--- config.mk ---
export PLATFORM = sky130hd
export DESIGN_NAME = ps2_rx_frame_flat
export DESIGN_NICKNAME = d
export VERILOG_FILES = /design/src/rtl/ps2_rx_frame_if.sv /design/src/rtl/ps2_rx_frame.sv /design/src/flat_wrapper.sv
export SDC_FILE = /design/constraint.sdc
export NUM_CORES = 1
export LEC_CHECK = 0
export BUFFER_PORTS_ARGS = -buffer_cell sky130_fd_sc_hd__buf_2
export CAP_MARGIN = 25
export CORE_ASPECT_RATIO = 1.5
export CORE_MARGIN = 2
export CORE_UTILIZATION = 48
export DETAILED_ROUTE_END_ITERATION = 7
export PLACE_DENSITY = 0.65
export SLEW_MARGIN = 20
export SYNTH_ARGS = -nofsm -noshare
export SYNTH_HDL_FRONTEND = slang
export SYNTH_SLANG_ARGS = --single-unit
--- constraint.sdc ---
create_clock -name clk -period 2.5 [get_ports clk]
set_input_delay 0.25 -clock clk [delete_from_list [all_inputs] [get_ports clk]]
set_output_delay 0.25 -clock clk [all_outputs]
set_load 0.1 [all_outputs]
--- src/rtl/ps2_rx_frame_if.sv ---
// PS/2 receiver port bundle: raw PS/2 lines in, decoded byte and status strobes out.
// Combinational wiring only; the receiver has no backpressure.
interface ps2_rx_frame_if;
    logic       ps2_clk;
    logic       ps2_data;
    logic [7:0] scancode;
    logic       keyPressed;
    logic       frame_err;
    logic       busy;

    modport master (
        output ps2_clk, ps2_data,
        input  scancode, keyPressed, frame_err, busy
    );

    modport slave (
        input  ps2_clk, ps2_data,
        output scancode, keyPressed, frame_err, busy
    );
endinterface

--- src/rtl/ps2_rx_frame.sv ---
// PS/2 frame receiver: oversampled, filtered 11-bit frames -> scancode + keyPressed; `PS2_BREAK_FILTER_EN hides F0 break codes.
// Latency: keyPressed/frame_err 1 clk after the stop-bit fall (2-FF sync + FILTER_LEN filter ahead of that).
// Backpressure: none; each strobe is one cycle and scancode holds until the next valid byte.
module ps2_rx_frame #(
    parameter int FILTER_LEN     = 8,
    parameter int TIMEOUT_CYCLES = 20000
) (
    input  logic          clk,
    input  logic          rstn,
    ps2_rx_frame_if.slave ps2
);
    localparam int FW = $clog2(FILTER_LEN + 1);
    localparam int TW = $clog2(TIMEOUT_CYCLES + 1);
    localparam logic [FW-1:0] FLT_LAST = FW'(FILTER_LEN - 1);
    localparam logic [TW-1:0] TO_LAST  = TW'(TIMEOUT_CYCLES - 1);
    localparam logic [TW-1:0] TO_MAX   = TW'(TIMEOUT_CYCLES);

    typedef enum logic [1:0] {IDLE, DATA, PARITY, STOP} state_t;

    logic [1:0]    clk_sync, dat_sync;
    logic          clk_s, dat_s;
    logic [FW-1:0] flt_cnt;
    logic          clk_f, clk_f_q, fall;

    state_t        state_q, state_d;
    logic [2:0]    bit_cnt_q, bit_cnt_d;
    logic [7:0]    shreg_q, shreg_d;
    logic          par_q, par_d;
    logic [TW-1:0] to_q, to_d;
    logic [7:0]    sc_q, sc_d;
    logic          kp_q, kp_d;
    logic          err_q, err_d;
    logic          busy_q;
    logic          brk_q, brk_d;

    assign clk_s = clk_sync[1];
    assign dat_s = dat_sync[1];
    assign fall  = clk_f_q & ~clk_f;

    // Lines idle high, so synchronisers and filter reset to 1 to avoid a false start edge.
    always_ff @(posedge clk or negedge rstn) begin
        if (!rstn) begin
            clk_sync <= 2'b11;
            dat_sync <= 2'b11;
            flt_cnt  <= '0;
            clk_f    <= 1'b1;
            clk_f_q  <= 1'b1;
        end else begin
            clk_sync <= {clk_sync[0], ps2.ps2_clk};
            dat_sync <= {dat_sync[0], ps2.ps2_data};
            clk_f_q  <= clk_f;
            if (clk_s == clk_f) begin
                flt_cnt <= '0;
            end else if (flt_cnt == FLT_LAST) begin
                clk_f   <= clk_s;
                flt_cnt <= '0;
            end else begin
                flt_cnt <= flt_cnt + FW'(1);
            end
        end
    end

    always_ff @(posedge clk or negedge rstn) begin
        if (!rstn) begin
            state_q   <= IDLE;
            bit_cnt_q <= '0;
            shreg_q   <= '0;
            par_q     <= 1'b0;
            to_q      <= '0;
            sc_q      <= 8'h00;
            kp_q      <= 1'b0;
            err_q     <= 1'b0;
            busy_q    <= 1'b0;
            brk_q     <= 1'b0;
        end else begin
            state_q   <= state_d;
            bit_cnt_q <= bit_cnt_d;
            shreg_q   <= shreg_d;
            par_q     <= par_d;
            to_q      <= to_d;
            sc_q      <= sc_d;
            kp_q      <= kp_d;
            err_q     <= err_d;
            busy_q    <= (state_d != IDLE);
            brk_q     <= brk_d;
        end
    end

    always_comb begin
        state_d   = state_q;
        bit_cnt_d = bit_cnt_q;
        shreg_d   = shreg_q;
        par_d     = par_q;
        to_d      = to_q;
        sc_d      = sc_q;
        kp_d      = 1'b0;
        err_d     = 1'b0;
        brk_d     = brk_q;

        case (state_q)
            IDLE: begin
                if (fall && !dat_s) begin
                    state_d   = DATA;
                    bit_cnt_d = '0;
                end
            end
            DATA: begin
                if (fall) begin
                    shreg_d[bit_cnt_q] = dat_s;
                    bit_cnt_d          = bit_cnt_q + 3'd1;
                    if (bit_cnt_q == 3'd7) state_d = PARITY;
                end
            end
            PARITY: begin
                if (fall) begin
                    par_d   = dat_s;
                    state_d = STOP;
                end
            end
            STOP: begin
                if (fall) begin
                    state_d = IDLE;
                    if (dat_s && (^{shreg_q, par_q})) begin
`ifdef PS2_BREAK_FILTER_EN
                        // F0 arms the flag; the byte after it is the released key and is swallowed too.
                        if (brk_q) begin
                            brk_d = 1'b0;
                        end else if (shreg_q == 8'hF0) begin
                            brk_d = 1'b1;
                        end else begin
                            sc_d = shreg_q;
                            kp_d = 1'b1;
                        end
`else
                        sc_d = shreg_q;
                        kp_d = 1'b1;
`endif
                    end else begin
                        err_d = 1'b1;
                        brk_d = 1'b0;
                    end
                end
            end
            default: state_d = IDLE;
        endcase

        // A fall on the limit cycle wins: counter clears and the frame carries on.
        if (state_q == IDLE) begin
            to_d = '0;
        end else if (fall) begin
            to_d = '0;
        end else if (to_q == TO_LAST) begin
            state_d = IDLE;
            to_d    = '0;
            err_d   = 1'b1;
            brk_d   = 1'b0;
        end else if (to_q != TO_MAX) begin
            to_d = to_q + TW'(1);
        end
    end

    assign ps2.scancode   = sc_q;
    assign ps2.keyPressed = kp_q;
    assign ps2.frame_err  = err_q;
    assign ps2.busy       = busy_q;
endmodule

--- src/flat_wrapper.sv ---
// flat-port wrapper written by rule: the top's interface ports become plain ports
module ps2_rx_frame_flat 
#(
    parameter int FILTER_LEN     = 8,
    parameter int TIMEOUT_CYCLES = 20000
)
  (clk, rstn, ps2_ps2_clk, ps2_ps2_data, ps2_scancode, ps2_keyPressed, ps2_frame_err, ps2_busy);
  ps2_rx_frame_if ps2_i ();
  input  logic clk;
  input  logic rstn;
  input wire logic [$bits(ps2_i.ps2_clk)-1:0] ps2_ps2_clk;
  input wire logic [$bits(ps2_i.ps2_data)-1:0] ps2_ps2_data;
  output wire logic [$bits(ps2_i.scancode)-1:0] ps2_scancode;
  output wire logic [$bits(ps2_i.keyPressed)-1:0] ps2_keyPressed;
  output wire logic [$bits(ps2_i.frame_err)-1:0] ps2_frame_err;
  output wire logic [$bits(ps2_i.busy)-1:0] ps2_busy;
  assign ps2_i.ps2_clk = ps2_ps2_clk;
  assign ps2_i.ps2_data = ps2_ps2_data;
  assign ps2_scancode = ps2_i.scancode;
  assign ps2_keyPressed = ps2_i.keyPressed;
  assign ps2_frame_err = ps2_i.frame_err;
  assign ps2_busy = ps2_i.busy;
  ps2_rx_frame #(.FILTER_LEN(FILTER_LEN), .TIMEOUT_CYCLES(TIMEOUT_CYCLES)) u_core (.clk(clk), .rstn(rstn), .ps2(ps2_i));
endmodule
# Word level (Yosys, flattened, before mapping)
# Cells that the tools add are included.
[totals] regBits=50 wordCells=76
[classes] add_sub_neg=3 eq_ne=10 n_bitwise=3 n_mux=30 n_reduce_logical=14 magnitude_cmp=2
[op_table] cell="15-bit two-way mux" count=4
[op_table] cell="2-bit two-way mux" count=8
[op_table] cell="15-bit by 1-bit adder with 15-bit output (second input constant)" count=1
[op_table] cell="15-bit equality test (second input constant)" count=1
[op_table] cell="15-bit != test (second input constant)" count=1
[op_table] cell="1-bit two-way mux" count=10
[op_table] cell="9-bit XOR reduction" count=1
[op_table] cell="8-bit bitwise mux" count=1
[op_table] cell="4-bit two-way mux" count=2
[op_table] cell="2-bit case mux with 4 select lines" count=1
[op_table] cell="3-bit two-way mux" count=2
[op_table] cell="3-bit case mux with 2 select lines" count=1
[op_table] cell="2-bit AND reduction" count=3
[op_table] cell="3-bit AND reduction" count=2
[op_table] cell="4-bit by 1-bit adder with 4-bit output (second input constant)" count=1
[op_table] cell="2-bit equality test (second input constant)" count=2
[op_table] cell="4-bit by 3-bit equality test with 1-bit output (second input constant)" count=1
[op_table] cell="3-bit by 4-bit < comparator with 1-bit output (second input constant)" count=1
[op_table] cell="2-bit by 1-bit != test with 1-bit output (second input constant)" count=2
[op_table] cell="2-bit nonzero test" count=2
[op_table] cell="4-bit nonzero test" count=1
[op_table] cell="3-bit by 1-bit adder with 3-bit output (second input constant)" count=1
[op_table] cell="1-bit demux with 3-bit select" count=1
[op_table] cell="3-bit equality test (second input constant)" count=1
[op_table] cell="8 further kinds" count=11

# Depth between registers and ports, before layout
# Gate-level depths: netlist (run 1).
[depth] word_depth=9 ltp_mapped=6 ltp_nobuf=6

# Worst setup path after synthesis (run 1)
# Ideal clock, no wire load.
[synth_timing] kind="register to register" startpoint="reg u_core.shreg_q[1]" endpoint="reg u_core.sc_q[0], in the netlist u_core.ps2.scancode[0]" required_ns=2.375 stages_incl_launch_ff=5 synth_period_minus_slack_ns=1.794 path_buffers=0 slack_ns=0.706 t_arrival_ns=1.668 cell_sequence="dfrtp_1 xor2_1 xnor3_2 mux2i_4 mux2_2"
[synth_via] elab_chain_len=3
[synth_rtl] item="start: declaration" line="ps2_rx_frame.sv:27" source="logic [7:0] shreg_q, shreg_d;"
[synth_rtl] item="start signal: assignment" line="ps2_rx_frame.sv:78" source="shreg_q <= shreg_d;"
[synth_rtl] item="9-bit XOR reduction" line="ps2_rx_frame.sv:123" source="if (dat_s && (^{shreg_q, par_q})) begin"
[synth_rtl] item="1-bit logical AND" line="ps2_rx_frame.sv:123"
[synth_rtl] item="3-bit AND reduction (no source line)"
[synth_rtl] item="end signal: assignment" line="ps2_rx_frame.sv:70" source="sc_q <= 8'h00;"
[synth_rtl] item="end signal: assignment" line="ps2_rx_frame.sv:81" source="sc_q <= sc_d;"
[synth_rtl] item="end: declaration" line="ps2_rx_frame.sv:30" source="logic [7:0] sc_q, sc_d;"
# No other way between the ends.
# A chain may end at the register's enable or synchronous reset.

# Worst setup path in the final report (run 1)
[layout_timing] startpoint="reg u_core.shreg_q[1]" endpoint="reg u_core.sc_q[2], in the netlist u_core.ps2.scancode[2]"
# Same word-level chain as after synthesis.

==> flow_metrics.tcl, run 1 <==
set metrics [dict create \
    status "finished, violations left" \
    failed_checks "negative hold slack" \
    synth_top_cell_by_area "dfrtp_1" \
    drive_above_1_share_pct 22.6 \
    cts_tree "yes" \
    die_y_um 90.3 \
    grt_util_met2_pct 29.6 \
    multiInputGateArea_um2 1080 \
    antenna_found_initial 0 \
    net-switching-power_w 0.000610 \
    rsz0062_at_grt "no" \
    holdBufCountCts 0 \
    viasPerCell 5.41 \
    portBuffers 14 \
    slew_headroom_pct 52.7 \
    ant_nets 0 \
    grt_util_all_layers_pct 17.3 \
    fin_nets 238 \
    ys_seq_area_share_pct 52.9 \
    cp_max_fo 9 \
    grt_pass1_wl_mm 7.24 \
    syn_to_final_growth_pct 10.4 \
    async_reset_ff_share_pct 100 \
    rows 31 \
    drv_cap 0 \
    dpl_worst_slack_ns 0.554 \
    first_global_vias 1609 \
    post-route-period-util_pct 77.6 \
    grt_start_max_net_pins 33 \
    synth-seq-cells 50 \
    start_util_pct 49.5 \
    num_vias 1600 \
    cpPeakStageDelay_ns 0.45 \
    synth_area_um2 2380 \
    irDropWorstVdd_mv 0.426 \
    gpl.final_weighted_congestion 0.792 \
    htreeDepth 2 \
    synth.net_count 219 \
    fillCellCount 472 \
    drt_iter0_markers 56 \
    use_met3_pct 4.44 \
    pwr-share-clk_pct 24.8 \
    worst_pin_slew_ns 0.709 \
    p_leak_nw 1.20 \
    post-route-drc-count 0 \
    cts_sinks 50 \
    dr.pass1.iters 4 \
    die_x_um 61.5 \
    p_seq_share_pct 53.5 \
    wl_per_cell_um 14.3 \
    rrSetupSlack_ns 0.56 \
    post-route-min-period_ns 1.94 \
    fin_cells 296 \
    setup-tns-final_ns 0 \
    powerDensity_nw_per_um2 714 \
    ys.flop_type "dfrtp_1" \
    hp-class "in2async" \
    syn_area_per_cell_um2 11.3 \
    rr_startpoint "u_core.shreg_q[1]" \
    totalWireLength_mm 4.24 \
    timing.fmax_mhz 516 \
    internal_power_w 0.00127 \
    fin_skew_ns 0.0110 \
    hold_viol 15 \
    cp_slowest_cell "xnor3_2" \
    antennaDiodeCount 0 \
    comb_power_share_pct 21.7 \
    final-seq-area_um2 1260 \
    setup_viol 0 \
    io_pins 15 \
    startpoint_type "register" \
    cts_resized 0 \
    clock_path_buffers 2 \
    reg2reg_depth 4 \
    overflow 0 \
    ys_top_cells_by_area "dfrtp_1, mux2_2, dfstp_2, xnor2_1, nor2_1" \
    cts.clk_slew.worst_paths_ns 0.10 \
    busiest_layer "met2" \
    fp.dieArea_um2 5550 \
    syn_inst 210 \
    gr-usage-met1_pct 20.2 \
    ys_types 35 \
    worstSetupPathType "reg2reg" \
    yosys_warnings 0 \
    slew_violations 0 \
    p_sw_share_pct 32.5 \
    power.total_w 0.00188 \
    clk_latency_ns 0.30 \
    dp.cells 288 \
    synth-edff-count 0 \
    path_cells "xor2_1 > xnor3_2 > mux2i_4 > mux2_2" \
    numCtsBuffers 5 \
    dp_hpwl_mm 3.07 \
    end_kind "register" \
    crit_required_ns 2.69 \
    synth_top_area_share_pct 46.2 \
    post-cts-setup-buffer-count 0 \
    worstReg2RegEnd "u_core.ps2.scancode[2]" \
    layout_setup_ws_ns 0.560 \
    hold_slack_ns -0.00903 \
    arrival_ns 2.13 \
    clk_root_buffer_cell "clkbuf_8" \
    core-area_um2 4810 \
]
[cell usage after synthesis (6+ instances only)]
library cell  number
a21oi_1            6
dfrtp_1           44
dfstp_2            6
inv_1              6
mux2_2            16
nand2_1           14
nand3_1           10
nor2_1            18
nor3_1            13
o21ai_0            8
xnor2_1           12
[routing by layer]
layer | vias to the layer above | share of wire, %
li1 | 784 | -
met1 | 787 | 41
met2 | 24 | 55
met3 | 5 | 2.7
met4 | 0 | 1.6
met5 | - | 0
[area by class of cell]
class,instances,share of cell area (%)
well taps,66,3.14
clock buffers,5,2.62
inverters,6,0.857
flip-flops and latches,50,47.9
clock inverters,3,0.810
multi-input cells,149,41.1
repair buffers,17,3.52
[worst max path at each step]
stage	startpoint	end	slack, ns
floorplan	u_core.shreg_q[1]	u_core.ps2.scancode[0]	0.71
detailed placement	u_core.shreg_q[1]	u_core.ps2.scancode[5]	0.55
finish	u_core.shreg_q[1]	u_core.ps2.scancode[2]	0.56
global route	u_core.to_q[0]	u_core.to_q[0]	0.44
global placement	u_core.shreg_q[1]	u_core.ps2.scancode[7]	0.60
CTS	u_core.shreg_q[1]	u_core.ps2.scancode[2]	0.53
[logic make-up (layout without fill, tap and decap cells)]
group | Yosys count | after routing | share of synthesized area (%)
DFF | 50 | 50 | 52.9
muxes | 19 | 19 | 9.35
buffers and inverters | 11 | 31 | 1.73
and+or+nand+nor | 83 | 83 | 18.2
adders and majority gates | 5 | 5 | 2.63
xor gates and xnor gates | 20 | 20 | 9.51
AOI/OAI and AO/OA | 22 | 22 | 5.73
[state kept, by name, summed over array words and instances (netlist names), 2 cells and up]
signal,flops
u_core.bit_cnt_q,3
u_core.clk_sync,2
u_core.dat_sync,2
u_core.flt_cnt,4
u_core.ps2.scancode,8
u_core.shreg_q,8
u_core.state_q,2
u_core.to_q,15
[stage by stage]
stage	instance area, um^2	utilization, %	hold WS (ns)
3_5_place_dp	2540	52.8	0.343
6_report	2630	54.6	-0.00903
5_1_grt	2630	54.6	0.00791
2_1_floorplan	2380	-	-0.0456
4_1_cts	2630	54.6	0.0146
3_3_place_gp	2540	52.8	0.345
[worst max-delay path, delay by kind of cell (launching register included)]
family / cells / cell delay, ns
multiplexers: 2 / 0.80
flip-flops: 1 / 0.41
XOR/XNOR: 2 / 0.62
[power by group through the flow]
stage | Clock (W) | Combinational (W) | Sequential (W)
final | 0.000466 | 0.000408 | 0.00100
after global placement | 0 | 0.000404 | 0.00101
after global routing | 0.000535 | 0.000457 | 0.00102
after detailed placement | 0 | 0.000415 | 0.00102
after floorplan | 0 | 0.000285 | 0.00103
after CTS | 0.000483 | 0.000417 | 0.00100
[layout by cell type, fill, tap and decap left out, types with 2 or more instances in the layout]
master,instances
nand2_1,14
nor2_1,18
clkbuf_8,5
a22o_1,2
nor4_1,5
mux2i_1,2
dfrtp_1,44
and4b_1,2
inv_1,6
o21ai_0,8
ha_1,5
buf_2,14
buf_4,3
a21oi_1,6
nand3_1,10
mux2_2,16
xnor2_1,12
dfstp_2,6
nand4_1,5
nand2b_1,3
o31ai_1,2
nor2b_1,4
xor2_1,5
and3_1,2
nor3_1,13
nor3b_1,4
Power figures use the tool's default switching activity.
==> run 2: changes to the inputs <==
--- a/config.mk
+++ b/config.mk
@@ -11,7 +11,7 @@
 export CORE_MARGIN = 2
 export CORE_UTILIZATION = 48
 export DETAILED_ROUTE_END_ITERATION = 7
-export PLACE_DENSITY = 0.65
+export PLACE_DENSITY = 0.68
 export SLEW_MARGIN = 20
 export SYNTH_ARGS = -nofsm -noshare
 export SYNTH_HDL_FRONTEND = slang
==> constraint.sdc (replaced) <==
create_clock -name clk -period 1.77 [get_ports clk]
set_input_delay 0.177 -clock clk [delete_from_list [all_inputs] [get_ports clk]]
set_output_delay 0.177 -clock clk [all_outputs]
set_load 0.1 [all_outputs]
==> run 2 against run 1 <==
Against the previous run:
- the flow finishes with violations (negative setup slack)
- utilization is 3.4 points higher
- flip-flop and latch count unchanged
- via count grew 1.8%
- power is 47% higher
- sequential share of layout area is 2.8 points lower
- largest cell class unchanged
- largest power group unchanged
- highest routed layer unchanged
==> flow_metrics.tcl, run 2 (same netlist as run 1, synthesis figures left out) <==
set metrics [dict create \
    status "finished, violations left" \
    failed_checks "negative setup slack" \
    cpPeakStageDelay_ns 0.48 \
    postLayoutCellArea_um2 2790 \
    first_global_vias 1619 \
    fillCellCount 433 \
    htreeDepth 2 \
    clk_root_buffer_cell "clkbuf_8" \
    cts_sinks 50 \
    ant_nets 0 \
    reg2reg_depth 5 \
    drive_above_1_share_pct 27.2 \
    start_util_pct 49.5 \
    worstReg2RegEnd "u_core.ps2.scancode[1]" \
    hold_viol 0 \
    slew_headroom_pct 59.2 \
    cp_max_fo 9 \
    setup_viol 8 \
    dp_hpwl_mm 2.99 \
    syn_to_final_growth_pct 17.3 \
    hold_depth 0 \
    layout_setup_ws_ns -0.0529 \
    drt_iter0_markers 61 \
    min-delay-start "u_core.clk_sync[0]" \
    worstHoldEndpoint "u_core.clk_sync[1]" \
    cts.clk_slew.worst_paths_ns 0.10 \
    mostFrequentLayoutCells "dfrtp_1, nor2_1, mux2_2" \
    core-area_um2 4810 \
    grt_util_all_layers_pct 16.5 \
    grt_pass1_wl_mm 7.05 \
    fin_skew_ns 0.00576 \
    setup-tns-final_ns -0.362 \
    post-route-min-period_ns 1.82 \
    dr.pass1.iters 4 \
    die_y_um 90.3 \
    numCtsBuffers 5 \
    startpoint_type "register" \
    grt_start_max_net_pins 51 \
    rr_startpoint "u_core.shreg_q[3]" \
    end_kind "register" \
    final_common_cell "dfrtp_1" \
    crit_required_ns 1.96 \
    die_x_um 61.5 \
    cts_tree "yes" \
    top_register "u_core.to_q" \
    totalWireLength_mm 4.12 \
    p_leak_nw 1.28 \
    post-route-drc-count 0 \
    worstSetupPathType "reg2reg" \
    largest_reg_flops 15 \
    fin_nets 254 \
    gpl.final_weighted_congestion 0.819 \
    clk_latency_ns 0.30 \
    io_pins 15 \
    rsz0062_at_grt "yes" \
    powerDensity_nw_per_um2 989 \
    wl_per_cell_um 13.2 \
    post-route-period-util_pct 103 \
    drv_cap 0 \
    antenna_found_initial 0 \
    cp_top_family "XOR/XNOR gates" \
    dpl_worst_slack_ns -0.119 \
    timing.fmax_mhz 549 \
    num_vias 1629 \
    path_cells "xnor2_1 > xnor3_2 > mux2i_4 > buf_12 > mux2_2" \
    irDropWorstVdd_mv 0.510 \
    fp.dieArea_um2 5550 \
    multiInputGateArea_um2 1090 \
    hp-class "reg2reg" \
    worst_pin_slew_ns 0.612 \
    cp_slowest_cell "xnor3_2" \
    slew_violations 0 \
    antennaDiodeCount 0 \
    viasPerCell 5.22 \
    overflow 0 \
    rows 31 \
    final-seq-area_um2 1260 \
    path_buf_inv 1 \
    rrSetupSlack_ns -0.05 \
    portBuffers 14 \
    placed_cell_area_um2 2640 \
    arrival_ns 2.02 \
    clock_path_buffers 2 \
]
run 2: cell types whose count changed in the layout (fill, tap and decap cells not counted), sizes merged:
cell / change
buf: +13
clkinv: -2
clkinvlp: +1
dlygate4sd3: +3
inv: +1
run 2: what timing repair did:
item,4_1_cts,5_1_grt
pin swaps,0,0
buffers inserted,1,0
hold buffers,3,0
setup endpoints to repair,8,10
hold endpoints to repair,46,0
gates resized for setup,0,2
run 2: cell type report:
| type | count | share of cell area (%) |
|---|---|---|
| Clock buffer | 5 | 2.46 |
| Clock inverter | 3 | 0.851 |
| Inverter | 6 | 0.806 |
| Multi-Input combinational cell | 149 | 39.1 |
| Sequential cell | 50 | 45.1 |
| Tap cell | 66 | 2.96 |
| Timing Repair Buffer | 33 | 8.78 |
run 2: worst max path at each step:
| stage | to | from | cells after the start | slack (ns) |
|---|---|---|---|---|
| 2_1_floorplan | u_core.ps2.scancode[0] | u_core.shreg_q[3] | 4 | -0.009 |
| 3_3_place_gp | u_core.ps2.scancode[4] | u_core.shreg_q[3] | 4 | -0.09 |
| 3_5_place_dp | u_core.ps2.scancode[6] | u_core.shreg_q[3] | 4 | -0.12 |
| 4_1_cts | u_core.ps2.scancode[2] | u_core.shreg_q[3] | 5 | -0.06 |
| 5_1_grt | u_core.ps2.scancode[0] | u_core.shreg_q[3] | 5 | -0.10 |
| 6_report | u_core.ps2.scancode[1] | u_core.shreg_q[3] | 5 | -0.05 |
run 2: through the flow:
step / power (W) / util (%) / hold WS (ns) / std cells
floorplan: 0.00186 / - / -0.119 / 210
global placement: 0.00210 / 54.9 / 0.282 / 300
detailed placement: 0.00212 / 54.9 / 0.283 / 300
CTS: 0.00282 / 57.9 / 0.361 / 312
global route: 0.00294 / 58.1 / 0.368 / 312
finish: 0.00276 / 58.1 / 0.359 / 312
run 2: power breakdown:
| part | switching [W] | internal (W) |
|---|---|---|
| logic | 0.000386 | 0.000318 |
| clock network | 0.000390 | 0.000283 |
| registers | 0.000108 | 0.00128 |
| total | 0.000885 | 0.00188 |
run 2: per-layer routing:
layer  global-route usage, %  part of all wire, %
met5                       0                    0
met4                    4.96                  1.5
met3                    3.58                  2.4
met2                    29.2                   56
met1                    18.9                   40
